==> config.mk <==
export PLATFORM = sky130hd
export DESIGN_NAME = clk_div_glitchfree
export DESIGN_NICKNAME = d
export VERILOG_FILES = /design/src/rtl/clk_div_glitchfree_pkg.sv /design/src/rtl/clk_div_glitchfree_div_period_cnt.sv /design/src/rtl/clk_div_glitchfree.sv
export SDC_FILE = /design/constraint.sdc
export NUM_CORES = 1
export LEC_CHECK = 0
export CAP_MARGIN = 10
export CORE_MARGIN = 3
export CORE_UTILIZATION = 44
export DETAILED_ROUTE_END_ITERATION = 6
export PLACE_DENSITY = 0.79
export SLEW_MARGIN = 30
export SYNTH_ARGS = -nofsm -noshare
export SYNTH_HDL_FRONTEND = slang
export SYNTH_HIERARCHICAL = 1
export SYNTH_SLANG_ARGS = --single-unit
==> constraint.sdc <==
create_clock -name i_ref_clk -period 2.35 [get_ports i_ref_clk]
set_input_delay 0.705 -clock i_ref_clk [delete_from_list [all_inputs] [get_ports i_ref_clk]]
set_output_delay 0.705 -clock i_ref_clk [all_outputs]
set_load 0.02 [all_outputs]
==> src/rtl/clk_div_glitchfree_pkg.sv <==
// Shared types and constants for the glitch-free integer clock divider.
package clk_div_glitchfree_pkg;

  // Divider operating state
  typedef enum logic {
    ST_BYPASS = 1'b0,
    ST_DIVIDE = 1'b1
  } state_e;

  // Smallest ratio that actually divides; anything below passes the reference through
  localparam int unsigned MIN_RATIO = 2;

  // High-phase length of one divided period for a ratio. Evaluated in 32 bits so that
  // the round-up case cannot overflow at the maximum ratio of the counter width.
  function automatic int unsigned hi_len(input int unsigned ratio, input bit round_up);
    return round_up ? ((ratio + 1) >> 1) : (ratio >> 1);
  endfunction

endpackage

==> src/rtl/clk_div_glitchfree_div_period_cnt.sv <==
// Period counter for the divider: counts up from zero, clears on request, and flags
// the last count of the period (ratio-1).
module div_period_cnt #(
  parameter int DIV_W = 5
) (
  input  logic             i_clk,
  input  logic             i_rst,
  input  logic             i_clr,
  input  logic             i_inc,
  input  logic [DIV_W-1:0] i_ratio,
  output logic [DIV_W-1:0] o_cnt_nxt,
  output logic             o_last
);

  logic [DIV_W-1:0] r_cnt;

  // Count register: clear has priority over increment, never wraps past ratio-1
  always_ff @(posedge i_clk) begin
    if (i_rst) begin
      r_cnt <= '0;
    end else if (i_clr) begin
      r_cnt <= '0;
    end else if (i_inc) begin
      r_cnt <= r_cnt + DIV_W'(1);
    end
  end

  // Last-count flag and the value the counter moves to when it increments
  always_comb begin
    o_last    = (r_cnt == (i_ratio - DIV_W'(1)));
    o_cnt_nxt = r_cnt + DIV_W'(1);
  end

endmodule

==> src/rtl/clk_div_glitchfree.sv <==
// Glitch-free runtime-programmable integer clock divider.
//
//   state      | meaning
//   -----------+-----------------------------------------------------------
//   ST_BYPASS  | o_div_clk follows i_ref_clk; go is sampled every edge
//   ST_DIVIDE  | o_div_clk driven from r_div_q; go sampled only at last count
//
// Ratio/enable are only looked at on a period boundary, so a period in flight always
// finishes with its original high and low phases. Entry to DIVIDE happens on a ref
// rising edge (ref was low, div_q becomes high) and exit happens on a ref rising edge
// after the low last count, so the output mux never produces a runt pulse.
module clk_div_glitchfree
  import clk_div_glitchfree_pkg::*;
#(
  parameter int DIV_W       = 5,
  parameter int HI_ROUND_UP = 0
) (
  input  logic             i_ref_clk,
  input  logic             i_rst,
  input  logic             i_clk_en,
  input  logic [DIV_W-1:0] i_div_ratio,
  output logic             o_div_clk,
  output logic             o_tick,
  output logic             o_active,
  output logic [DIV_W-1:0] o_ratio
);

  state_e           r_state;
  state_e           w_state_nxt;
  logic [DIV_W-1:0] r_act_ratio;
  logic             r_div_q;
  logic             r_tick;

  logic             w_go;
  logic             w_last;
  logic             w_cnt_clr;
  logic             w_cnt_inc;
  logic [DIV_W-1:0] w_cnt_nxt;
  logic [DIV_W-1:0] w_hi_len;

  // Request to divide, and the high-phase length of the ratio in effect
  always_comb begin
    w_go     = i_clk_en && (i_div_ratio >= DIV_W'(MIN_RATIO));
    w_hi_len = DIV_W'(hi_len(32'(r_act_ratio), (HI_ROUND_UP != 0)));
  end

  // Counter held at zero in bypass, restarted at every period boundary
  always_comb begin
    w_cnt_clr = (r_state == ST_BYPASS) || w_last;
    w_cnt_inc = (r_state == ST_DIVIDE);
  end

  div_period_cnt #(
    .DIV_W (DIV_W)
  ) u_period_cnt (
    .i_clk     (i_ref_clk),
    .i_rst     (i_rst),
    .i_clr     (w_cnt_clr),
    .i_inc     (w_cnt_inc),
    .i_ratio   (r_act_ratio),
    .o_cnt_nxt (w_cnt_nxt),
    .o_last    (w_last)
  );

  // State register
  always_ff @(posedge i_ref_clk) begin
    if (i_rst) begin
      r_state <= ST_BYPASS;
    end else begin
      r_state <= w_state_nxt;
    end
  end

  // Next-state logic: leave bypass on go, leave divide only at the last count
  always_comb begin
    w_state_nxt = r_state;
    case (r_state)
      ST_BYPASS: if (w_go) w_state_nxt = ST_DIVIDE;
      ST_DIVIDE: if (w_last && !w_go) w_state_nxt = ST_BYPASS;
      default:   w_state_nxt = ST_BYPASS;
    endcase
  end

  // Ratio latch, registered divided level and period-start strobe
  always_ff @(posedge i_ref_clk) begin
    if (i_rst) begin
      r_act_ratio <= '0;
      r_div_q     <= 1'b0;
      r_tick      <= 1'b0;
    end else if ((r_state == ST_BYPASS) || w_last) begin
      if (w_go) begin
        r_act_ratio <= i_div_ratio;
        r_div_q     <= 1'b1;
        r_tick      <= 1'b1;
      end else begin
        r_act_ratio <= '0;
        r_div_q     <= 1'b0;
        r_tick      <= 1'b0;
      end
    end else begin
      r_div_q <= (w_cnt_nxt < w_hi_len);
      r_tick  <= 1'b0;
    end
  end

  // Output mux: reference passes straight through while bypassing
  always_comb begin
    o_div_clk = (r_state == ST_DIVIDE) ? r_div_q : i_ref_clk;
    o_active  = (r_state == ST_DIVIDE);
    o_tick    = r_tick;
    o_ratio   = r_act_ratio;
  end

endmodule

==> results.md <==
* Die ar. at around 0.0023 mm²
* Peak supply drop at about 0.43 mV
* Overall routed net length at ~1800 µm
* Top cells by area, synth: dfxtp_1 33%, ha_1 8.1%, xnor2_1 6.8%
* Combinational family with the most area after synthesis: simple AND/OR/NAND/NOR gates
* Post-synth ARST share at 0%
* Pre-antenna DRT Iters at 4
* Layout cells sized above 1 at approximately 15%
* Critical path launch point type: clock port
* WHS Endpoint: o_ratio[4]
* Worst hold-check path type: flip-flop to flip-flop
* Initial antenna violation count at 0
* Die Wd at a little under 50 µm
* Data required time at the worst endpoint at 1640 ps
* GR peak layer: met2
* Initial Utilization at between 40% and 50%
* Congestion Overflow GR at 0
* Post-route DRC violation count at 0
* WHS Path Cells at 2
* Nets at between 100 and 150
* Worst relative slew slack at between 70 and 80%
* Most frequent cell after synthesis: dfxtp_1
* WP data arrival at 1660 ps
* DR iter-0 viols at 15
* Worst-Skew Late Latency at slightly below 400 ps
* Synthesized net count at between 90 and 100
* Core area at around 0.0016 mm²
* Rows at 14
* Final hold violations at 0
* Vias in the first global route at 648
* RSZ-0062 raised after global routing: true
* FF-to-FF setup slack at around 110 ps
* Vias per inst at between 5 and 6
* Area delta synth->final at 29.63%
* Synth warnings at 6
* Total track usage at 18.65%
* Yosys top cell area share at about 33%
* Endpoints failing setup at 1
* Met2 GRT Util at roughly 28%
* Drt wl/cell at ~15 µm
* Synth area leader: dfxtp_1
* Simple-gate share of the synthesized area at between 20% and 30%
* Number of flops mapped to enable cells by yosys at 0
* ANT cells at 0
* Setup Skew at between 1.5 and 2 ps
* Dpl ws at -293.0 ps
* Count of unique library cells instantiated by Yosys at 31
* Seq/Total Area, Yosys at about 33%
* Die H at 48.02 µm
* RR Startpoint: o_ratio[0]
* Worst-path clk slew at around 90 ps
* GR Util met3 at approximately 6%
* Synth Instances at 86
* First-pass GRT wire length at roughly 2700 µm
* Power Total at between 600 and 700 µW
* Leakage dissipation at about 0.00039 µW
* Status: finished with violations
* Number of fill cells at between 100 and 150
* Slew Limit Fails at 0
* Critical Path Sink Type: primary output
* Largest net degree at the start of global routing at 11
* Ports at 16
* Crit Path Max Fanout at 2
* Placer Congestion at just over 0.8
* Post-Synth XOR/XNOR Area at between 10% and 20%
* DP Area at roughly 950 µm²
* Worst-Margin Slew at 363.4 ps
* Post-DP HPWL at roughly 1400 µm
* Number of instances in the placed design at ~120
* Mux cell area share after synthesis at roughly 2.7%
* Final WS setup at -14.30 ps
* Crit path kind: clock port to primary output
* IO buf count at 15
* CTS tree: done
* Reg2reg path depth at 8
* Main synth FF type: dfxtp_1
* Reg2reg end: o_ratio[0]
* Post-synth top cells: 13 x dfxtp_1, 7 x inv_1, 7 x nor3_1
* Final ANT Viol Nets at 0
* Max-cap viol count at 0
* Synth Area in Adders at under 10%
* Syn_area_per_cell at around 9 µm²
* Failing checks: negative setup slack
* Seq cells post-synth at 13
* Min-delay src: o_ratio[4]
* GR Layer Usage met1 at a little over a fifth
* Mapped cell area at 777.0 µm²
* Post-route insts no fill at 123
* Synth Area in Compound Gates at 13.53%
* Routed vias at 705
* Design Area, Final at roughly 0.0010 mm²
* PwrDens at between 600 and 700 mW/mm²
worst max path at each step:
stage	start	to	slack, ps	cells past startpoint
finish	i_ref_clk	o_div_clk	-10	3
global route	i_ref_clk	o_div_clk	-20	3
CTS	i_ref_clk	o_div_clk	-40	3
detailed placement	i_ref_clk	o_div_clk	-290	2
global placement	i_ref_clk	o_div_clk	-290	2
floorplan	o_ratio[0]	o_ratio[0]	20	9
stage by stage:
step                TNS, ps  hold slack, ps  util (%)
floorplan                 0           543.1         -
global placement     -293.0           510.1     60.48
detailed placement   -293.0           515.7     60.48
CTS                  -37.28           524.5     63.81
global route         -21.87           554.2     63.89
finish               -14.30           520.8     63.89
cells by family (layout without fill, tap and decap cells):
kind of cell,count (synthesis),in the layout
compound gates,14,14
xor+xnor,12,12
simple gates,28,28
flops,13,13
buf+inv,12,33
mux,2,2
fa+ha+maj,5,5
report_power, final:
group          internal, µW  leakage [µW]  total [µW]  switching [µW]
registers               229      0.000106         236            7.03
logic                  48.0      0.000247        96.9            48.9
clock network           170     0.0000409         289             119
layout by cell type, fill, tap and decap left out, types with 5 or more instances in the layout:
master / n
nand2_1: 6
nand3_1: 6
xor2_1: 6
dfxtp_1: 13
clkdlybuf4s50_1: 14
inv_1: 7
xnor2_1: 6
nor3_1: 7
ha_1: 5
a21oi_1: 5
state kept, by name, summed over array words and instances, names as in the netlist:
signal,count
o_active,1
o_ratio,5
o_tick,1
r_div_q,1
u_period_cnt/r_cnt,5
repair_timing:
item,CTS,global route
pin swaps,0,1
hold buffers,0,0
setup buffers,0,0
endpoints found under the setup margin,1,3
resized for setup,8,1
critical path: stages:
cell and delay [ps]:
buf_8 90, mux2_4 260, buf_6 130
layer usage:
metal	vias up	part of all wire (%)
met3	4	4.5
met1	331	44
met2	25	49
met5	-	0
met4	0	2.5
li1	345	-
final cells by class:
class	count	area (µm²)	area share, %
clock buffer	7	60.06	5.963
timing repair buffer	18	170.2	16.89
inverter	8	30.03	2.981
tap	16	20.02	1.988
multi-input combinational	61	466.7	46.34
sequential	13	260.3	25.84
Note: power is estimated with default switching activity, not from simulation.
